==> config.mk <==
export PLATFORM = sky130hd
export DESIGN_NAME = pe_is_multictx
export DESIGN_NICKNAME = d
export VERILOG_FILES = /design/src/rtl/pe_is_multictx.sv
export SDC_FILE = /design/constraint.sdc
export NUM_CORES = 2
export LEC_CHECK = 0
export ABC_AREA = 1
export BUFFER_PORTS_ARGS = -buffer_cell sky130_fd_sc_hd__buf_4
export CORE_UTILIZATION = 50
export DETAILED_ROUTE_END_ITERATION = 10
export PLACE_DENSITY_LB_ADDON = 0.12
export SLEW_MARGIN = 20
export SYNTH_ARGS = -nofsm -noshare
export SYNTH_HDL_FRONTEND = slang
export SYNTH_SLANG_ARGS = --single-unit
==> constraint.sdc <==
create_clock -name clk -period 11.8 [get_ports clk]
set_input_delay 1.18 -clock clk [delete_from_list [all_inputs] [get_ports clk]]
set_output_delay 1.18 -clock clk [all_outputs]
set_load 0.1 [all_outputs]
==> src/rtl/pe_is_multictx.sv <==
// Input-stationary multi-context MAC processing element: a two-stage pipe with zero gating,
// a local accumulator bank addressed by ctx_sel, and serial scan readout of that bank.
module pe_is_multictx #(
    parameter int WIDTH_A     = 16,
    parameter int WIDTH_B     = 16,
    parameter int WIDTH_MAC   = 48,
    parameter int LANES       = 2,
    parameter int NUM_CTX     = 2,
    parameter int WIDTH_T     = 4,
    parameter int ZERO_GATING = 1,
    localparam int CW         = $clog2(NUM_CTX),
    localparam int WIDTH_P    = WIDTH_A + WIDTH_B
) (
    input  logic                       clk,
    input  logic                       rst_n,
    input  logic [LANES*WIDTH_A-1:0]   a_in,
    input  logic [LANES*WIDTH_B-1:0]   b_in,
    input  logic [WIDTH_MAC-1:0]       mac_in,
    input  logic                       valid_in,
    input  logic                       pipeline_en,
    input  logic                       cell_en,
    input  logic                       cell_sc_en,
    input  logic                       reg_clear,
    input  logic                       ctx_switch,
    input  logic [CW-1:0]              ctx_sel,
    input  logic [WIDTH_T-1:0]         thres,
    input  logic                       scan_en,
    input  logic                       scan_in,
    output logic [WIDTH_MAC-1:0]       mac_out,
    output logic                       valid_out,
    output logic                       cell_out,
    output logic                       scan_out,
    output logic [LANES-1:0]           zero_lanes
);

    logic                              adv;
    logic [LANES-1:0]                  gate;
    logic signed [WIDTH_A-1:0]         op_a [LANES];
    logic signed [WIDTH_B-1:0]         op_b [LANES];
    logic signed [WIDTH_P-1:0]         prod_next [LANES];
    logic signed [WIDTH_P-1:0]         prod [LANES];
    logic                              s1_valid;
    logic                              s1_ctx_switch;
    logic [CW-1:0]                     s1_ctx_sel;
    logic [NUM_CTX-1:0][WIDTH_MAC-1:0] acc;
    logic [NUM_CTX*WIDTH_MAC-1:0]      acc_flat;
    logic [WIDTH_MAC-1:0]              addend;
    logic [WIDTH_MAC-1:0]              sum;

    assign adv      = pipeline_en & cell_en & ~scan_en;
    assign acc_flat = acc;
    assign scan_out = acc[NUM_CTX-1][WIDTH_MAC-1];

    for (genvar i = 0; i < LANES; i++) begin : g_lane
        logic signed [WIDTH_A-1:0] a_lane, mul_a;
        logic signed [WIDTH_B-1:0] b_lane, mul_b;
        logic [WIDTH_A-1:0]        mag_a;
        logic [WIDTH_B-1:0]        mag_b;
        logic signed [WIDTH_P-1:0] product;

        assign a_lane = a_in[i*WIDTH_A +: WIDTH_A];
        assign b_lane = b_in[i*WIDTH_B +: WIDTH_B];
        // The most-negative value negates to itself, which read unsigned is the largest magnitude.
        assign mag_a  = a_lane[WIDTH_A-1] ? -a_lane : a_lane;
        assign mag_b  = b_lane[WIDTH_B-1] ? -b_lane : b_lane;
        assign gate[i] = (ZERO_GATING != 0) &&
                         (((mag_a >> thres) == '0) || ((mag_b >> thres) == '0));

        // Gated lanes keep feeding the multiplier the last live operands so it does not toggle.
        assign mul_a   = gate[i] ? op_a[i] : a_lane;
        assign mul_b   = gate[i] ? op_b[i] : b_lane;
        // NOTE: the product sits in its own signed assignment; folding it into the ternary with '0
        // would make the whole expression unsigned and zero-extend the operands.
        assign product = mul_a * mul_b;
        assign prod_next[i] = gate[i] ? '0 : product;
    end

    always_comb begin
        addend = s1_ctx_switch ? acc[s1_ctx_sel] : mac_in;
        sum    = addend;
        for (int i = 0; i < LANES; i++) begin
            sum = sum + WIDTH_MAC'(prod[i]);
        end
    end

    // NOTE: acc is a small flop bank rather than a RAM, so it is cleared with the rest of the state.
    always_ff @(posedge clk or negedge rst_n) begin
        if (!rst_n) begin
            s1_valid      <= 1'b0;
            s1_ctx_switch <= 1'b0;
            s1_ctx_sel    <= '0;
            zero_lanes    <= '0;
            for (int i = 0; i < LANES; i++) begin
                op_a[i] <= '0;
                op_b[i] <= '0;
                prod[i] <= '0;
            end
            acc       <= '0;
            mac_out   <= '0;
            valid_out <= 1'b0;
            cell_out  <= 1'b0;
        end else if (reg_clear) begin
            s1_valid      <= 1'b0;
            s1_ctx_switch <= 1'b0;
            s1_ctx_sel    <= '0;
            zero_lanes    <= '0;
            for (int i = 0; i < LANES; i++) begin
                op_a[i] <= '0;
                op_b[i] <= '0;
                prod[i] <= '0;
            end
            acc       <= '0;
            mac_out   <= '0;
            valid_out <= 1'b0;
            cell_out  <= 1'b0;
        end else begin
            cell_out <= cell_sc_en;
            if (scan_en) begin
                acc <= {acc_flat[NUM_CTX*WIDTH_MAC-2:0], scan_in};
            end else if (adv) begin
                s1_valid      <= valid_in;
                s1_ctx_switch <= ctx_switch;
                s1_ctx_sel    <= ctx_sel;
                zero_lanes    <= gate;
                for (int i = 0; i < LANES; i++) begin
                    prod[i] <= prod_next[i];
                    if (!gate[i]) begin
                        op_a[i] <= a_in[i*WIDTH_A +: WIDTH_A];
                        op_b[i] <= b_in[i*WIDTH_B +: WIDTH_B];
                    end
                end
                // Stage 2 reads acc from the flops, so a write here is visible to the very next op.
                if (s1_valid) begin
                    mac_out   <= sum;
                    valid_out <= 1'b1;
                    if (s1_ctx_switch) acc[s1_ctx_sel] <= sum;
                end else begin
                    valid_out <= 1'b0;
                end
            end
        end
    end

endmodule

==> flow_metrics.env <==
export IMPL_outcome="finished clean"
export IMPL_crit_buf_inv=8
export IMPL_start_kind="input pin"
export IMPL_hold_class="reg -> reg"
export IMPL_drt_iter0_drc=2644
export IMPL_netlist_area_um2=39630
export IMPL_vias=34360
export IMPL_crit_top_cell="nand2_1"
export IMPL_wirelength_um=121300
export IMPL_drcViolationCount=0
export IMPL_cp_required_ps=12220
export IMPL_final_nets=6209
export IMPL_start_util_pct=50.83
export IMPL_crit_path_top_delay_cell="nand2_4"
export IMPL_fillers=7677
export IMPL_rows=102
export IMPL_crit_type="in -> reg"
export IMPL_post_cts_buffers=0
export IMPL_htreeDepth=2
export IMPL_r2r_end="prod[27]$_DFFE_PN0P_"
export IMPL_postCtsHoldBufs=0
export IMPL_finalSetupViolCount=0
export IMPL_core_area_um2=77980
export IMPL_post_layout_nonfiller_instances=6363
export IMPL_finish_utilization_pct=55.07
export IMPL_fin_crit_ps=9676
export IMPL_r2r_start="op_a[15]$_DFFE_PN0P_"
export IMPL_portBuffers=179
export IMPL_dp_cells=6298
export IMPL_arrival_ps=10090
export IMPL_vias_per_cell=5.400
export IMPL_place_congestion=0.9618
export IMPL_cts_resized=0
export IMPL_drtAntennaViolNets=0
export IMPL_r2r_setup_slack_ps=4920
export IMPL_rr_worst_depth=25
export IMPL_synth_area_leader_cell="fa_1"
export IMPL_crit_path_end_kind="flip-flop"
export IMPL_syn_area_per_cell_um2=7.618
export IMPL_slew_limit_headroom_pct=25.18
export IMPL_grt_pass1_wl_um=194500
export IMPL_seq_area_frac_synth_pct=17.62
export IMPL_cts_made_buffers=35
export IMPL_areaGrowthSynthToFinish_pct=8.344
export IMPL_first_global_vias=35200
export IMPL_dieArea_um2=80400
export IMPL_postPlaceCellArea_um2=41780
export IMPL_dp_hpwl_um=99160
export IMPL_die_h_um=283.5
export IMPL_period_share_pct=82.00
export IMPL_tightest_slew_ps=1115
export IMPL_ys_top_cells_by_area="fa_1 29%, dfrtp_1 18%, nand2_1 12%"
export IMPL_grt_ovfl_total=0
export IMPL_synth_distinct_cells=55
export IMPL_ioPinCount=180
export IMPL_grt_usage_pct=30.71
export IMPL_synth_nets=6117
export IMPL_syn_inst=5203
export IMPL_path_max_fanout=78
export IMPL_critPathLaunch="thres[0]"
export IMPL_cts_tree="done"
export IMPL_crit_family="adder cells"
export IMPL_first_pass_iters=6
export IMPL_antenna_found_initial=3
export IMPL_finalMaxSlewViolations=0
export IMPL_cp_num_cells=36
export IMPL_crit_path_end="prod[59]$_DFFE_PN0P_"
export IMPL_cts_sinks=279
export IMPL_fp_dieW_um=283.5
export IMPL_yosys_register_bits=279
export IMPL_synth_top_area_share_pct=28.89
export IMPL_root_buffer="clkbuf_16"
export IMPL_synth_warnings=0
export IMPL_drive_gt1_share_pct=8.343
export IMPL_clk_insertion_delay_late_ps=580
export IMPL_drv_cap=0
export IMPL_slowest_delay_ps=730
export IMPL_grt_max_degree=83
export IMPL_final_area_um2=42940
export IMPL_tns_ps=0
export IMPL_fin_worst_skew_ps=19.83
export IMPL_rsz0062_at_grt="no"
export IMPL_clk_pin_slew_ps=50
export IMPL_finalHoldViolCount=0
export IMPL_clock_fmax_mhz=103.4
export IMPL_clockBufferDepth=3
export IMPL_wl_per_cell_um=19.06
Yosys cell counts, drive strengths merged:
master,number
nand3,201
nand2,1336
a22o,20
nand4,21
ha,215
a21boi,4
o211a,2
xor2,59
a211oi,4
o22ai,60
o31ai,9
or4,1
o221ai,1
buf,74
o32ai,4
clkinv,4
nor4,9
clkbuf,87
nor2,550
inv,961
or3b,1
and3,2
a21oi,134
fa,572
dfrtp,279
xnor2,52
o21a,5
or2,11
o211ai,7
nor3,25
o21ai,436
nand3b,9
o21bai,14
a21o,14
o2111ai,1
a31oi,16
o2111a,2
and2,1
placed cells by master (no fill, tap or decap), drive strengths merged, types with 134 or more instances in the layout:
cell type / count
dfrtp: 279
a21oi: 134
nor2: 550
nand2: 1336
o21ai: 436
ha: 215
buf: 216
nand3: 201
inv: 965
fa: 572
registers in the layout (all words and copies together) (netlist names):
name,flops
s1_ctx_sel,1
scan_out,1
prod,64
s1_valid,1
op_b,32
valid_out,1
acc,95
op_a,32
cell_out,1
zero_lanes,2
mac_out,48
s1_ctx_switch,1
worst register-to-register path: stages, from the launching register on:
cell and delay, ps:
dfrtp_1 370, inv_1 60, nand2_1 60, nand2_1 350, inv_2 200, nand2_1 150
inv_1 100, fa_1 730, fa_1 500, fa_1 450, fa_1 520, fa_1 550
inv_1 50, fa_1 470, inv_1 40, ha_1 350, nand2_1 140, nor4_1 560
nand3_1 120, o21ai_0 430, a21o_1 220, nand2_1 60, nand2_1 70, or2_2 100
nand3_1 70, nand2_1 100
cells by family after synthesis:
family | share of synthesized area (%)
compound gates | 10.94
xor+xnor | 2.453
fa+ha+maj | 35.68
buf+inv | 11.24
flops | 17.62
simple gates | 22.08
final cells by class:
type                       count  area, µm²  area share, %
multi-input combinational   3798      28250          65.78
sequential                   279       6982          16.26
inverter                     965       3627          8.447
timing repair buffer         216       1629          3.794
tap                         1040       1301          3.030
clock buffer                  47      980.9          2.284
clock inverter                17      172.7         0.4021
antenna                        1      2.502       0.005828
how the worst min path moves through the flow:
stage	slack [ps]	start	cells after the start	endpoint
after CTS	480	op_a[9]$_DFFE_PN0P_	2	op_a[9]$_DFFE_PN0P_
after global placement	460	op_b[0]$_DFFE_PN0P_	2	op_b[0]$_DFFE_PN0P_
after global routing	490	op_b[6]$_DFFE_PN0P_	2	op_b[6]$_DFFE_PN0P_
final	480	op_a[0]$_DFFE_PN0P_	2	op_a[0]$_DFFE_PN0P_
after detailed placement	470	op_a[13]$_DFFE_PN0P_	2	op_a[13]$_DFFE_PN0P_
after floorplan	450	op_a[0]$_DFFE_PN0P_	2	op_a[0]$_DFFE_PN0P_
metrics by stage:
| step | worst slack [ps] | hold slack (ps) |
|---|---|---|
| 2_1_floorplan | 3548 | 449.1 |
| 3_3_place_gp | 1560 | 461.8 |
| 3_5_place_dp | 1510 | 465.1 |
| 4_1_cts | 2104 | 482.6 |
| 5_1_grt | 1342 | 490.4 |
| 6_report | 2124 | 477.4 |
routing by layer:
metal,wire (µm),vias up,global-route usage [%],part of all wire [%]
li1,-,16200,-,-
met1,53140,16650,41.80,44
met2,54450,1262,49.12,45
met3,8914,240,5.378,7.4
met4,4741,2,11.31,3.9
met5,11,-,0,0.0091
Power is not shown: default switching activity piles up to over one toggle a cycle in this logic, so the estimate is an artifact.
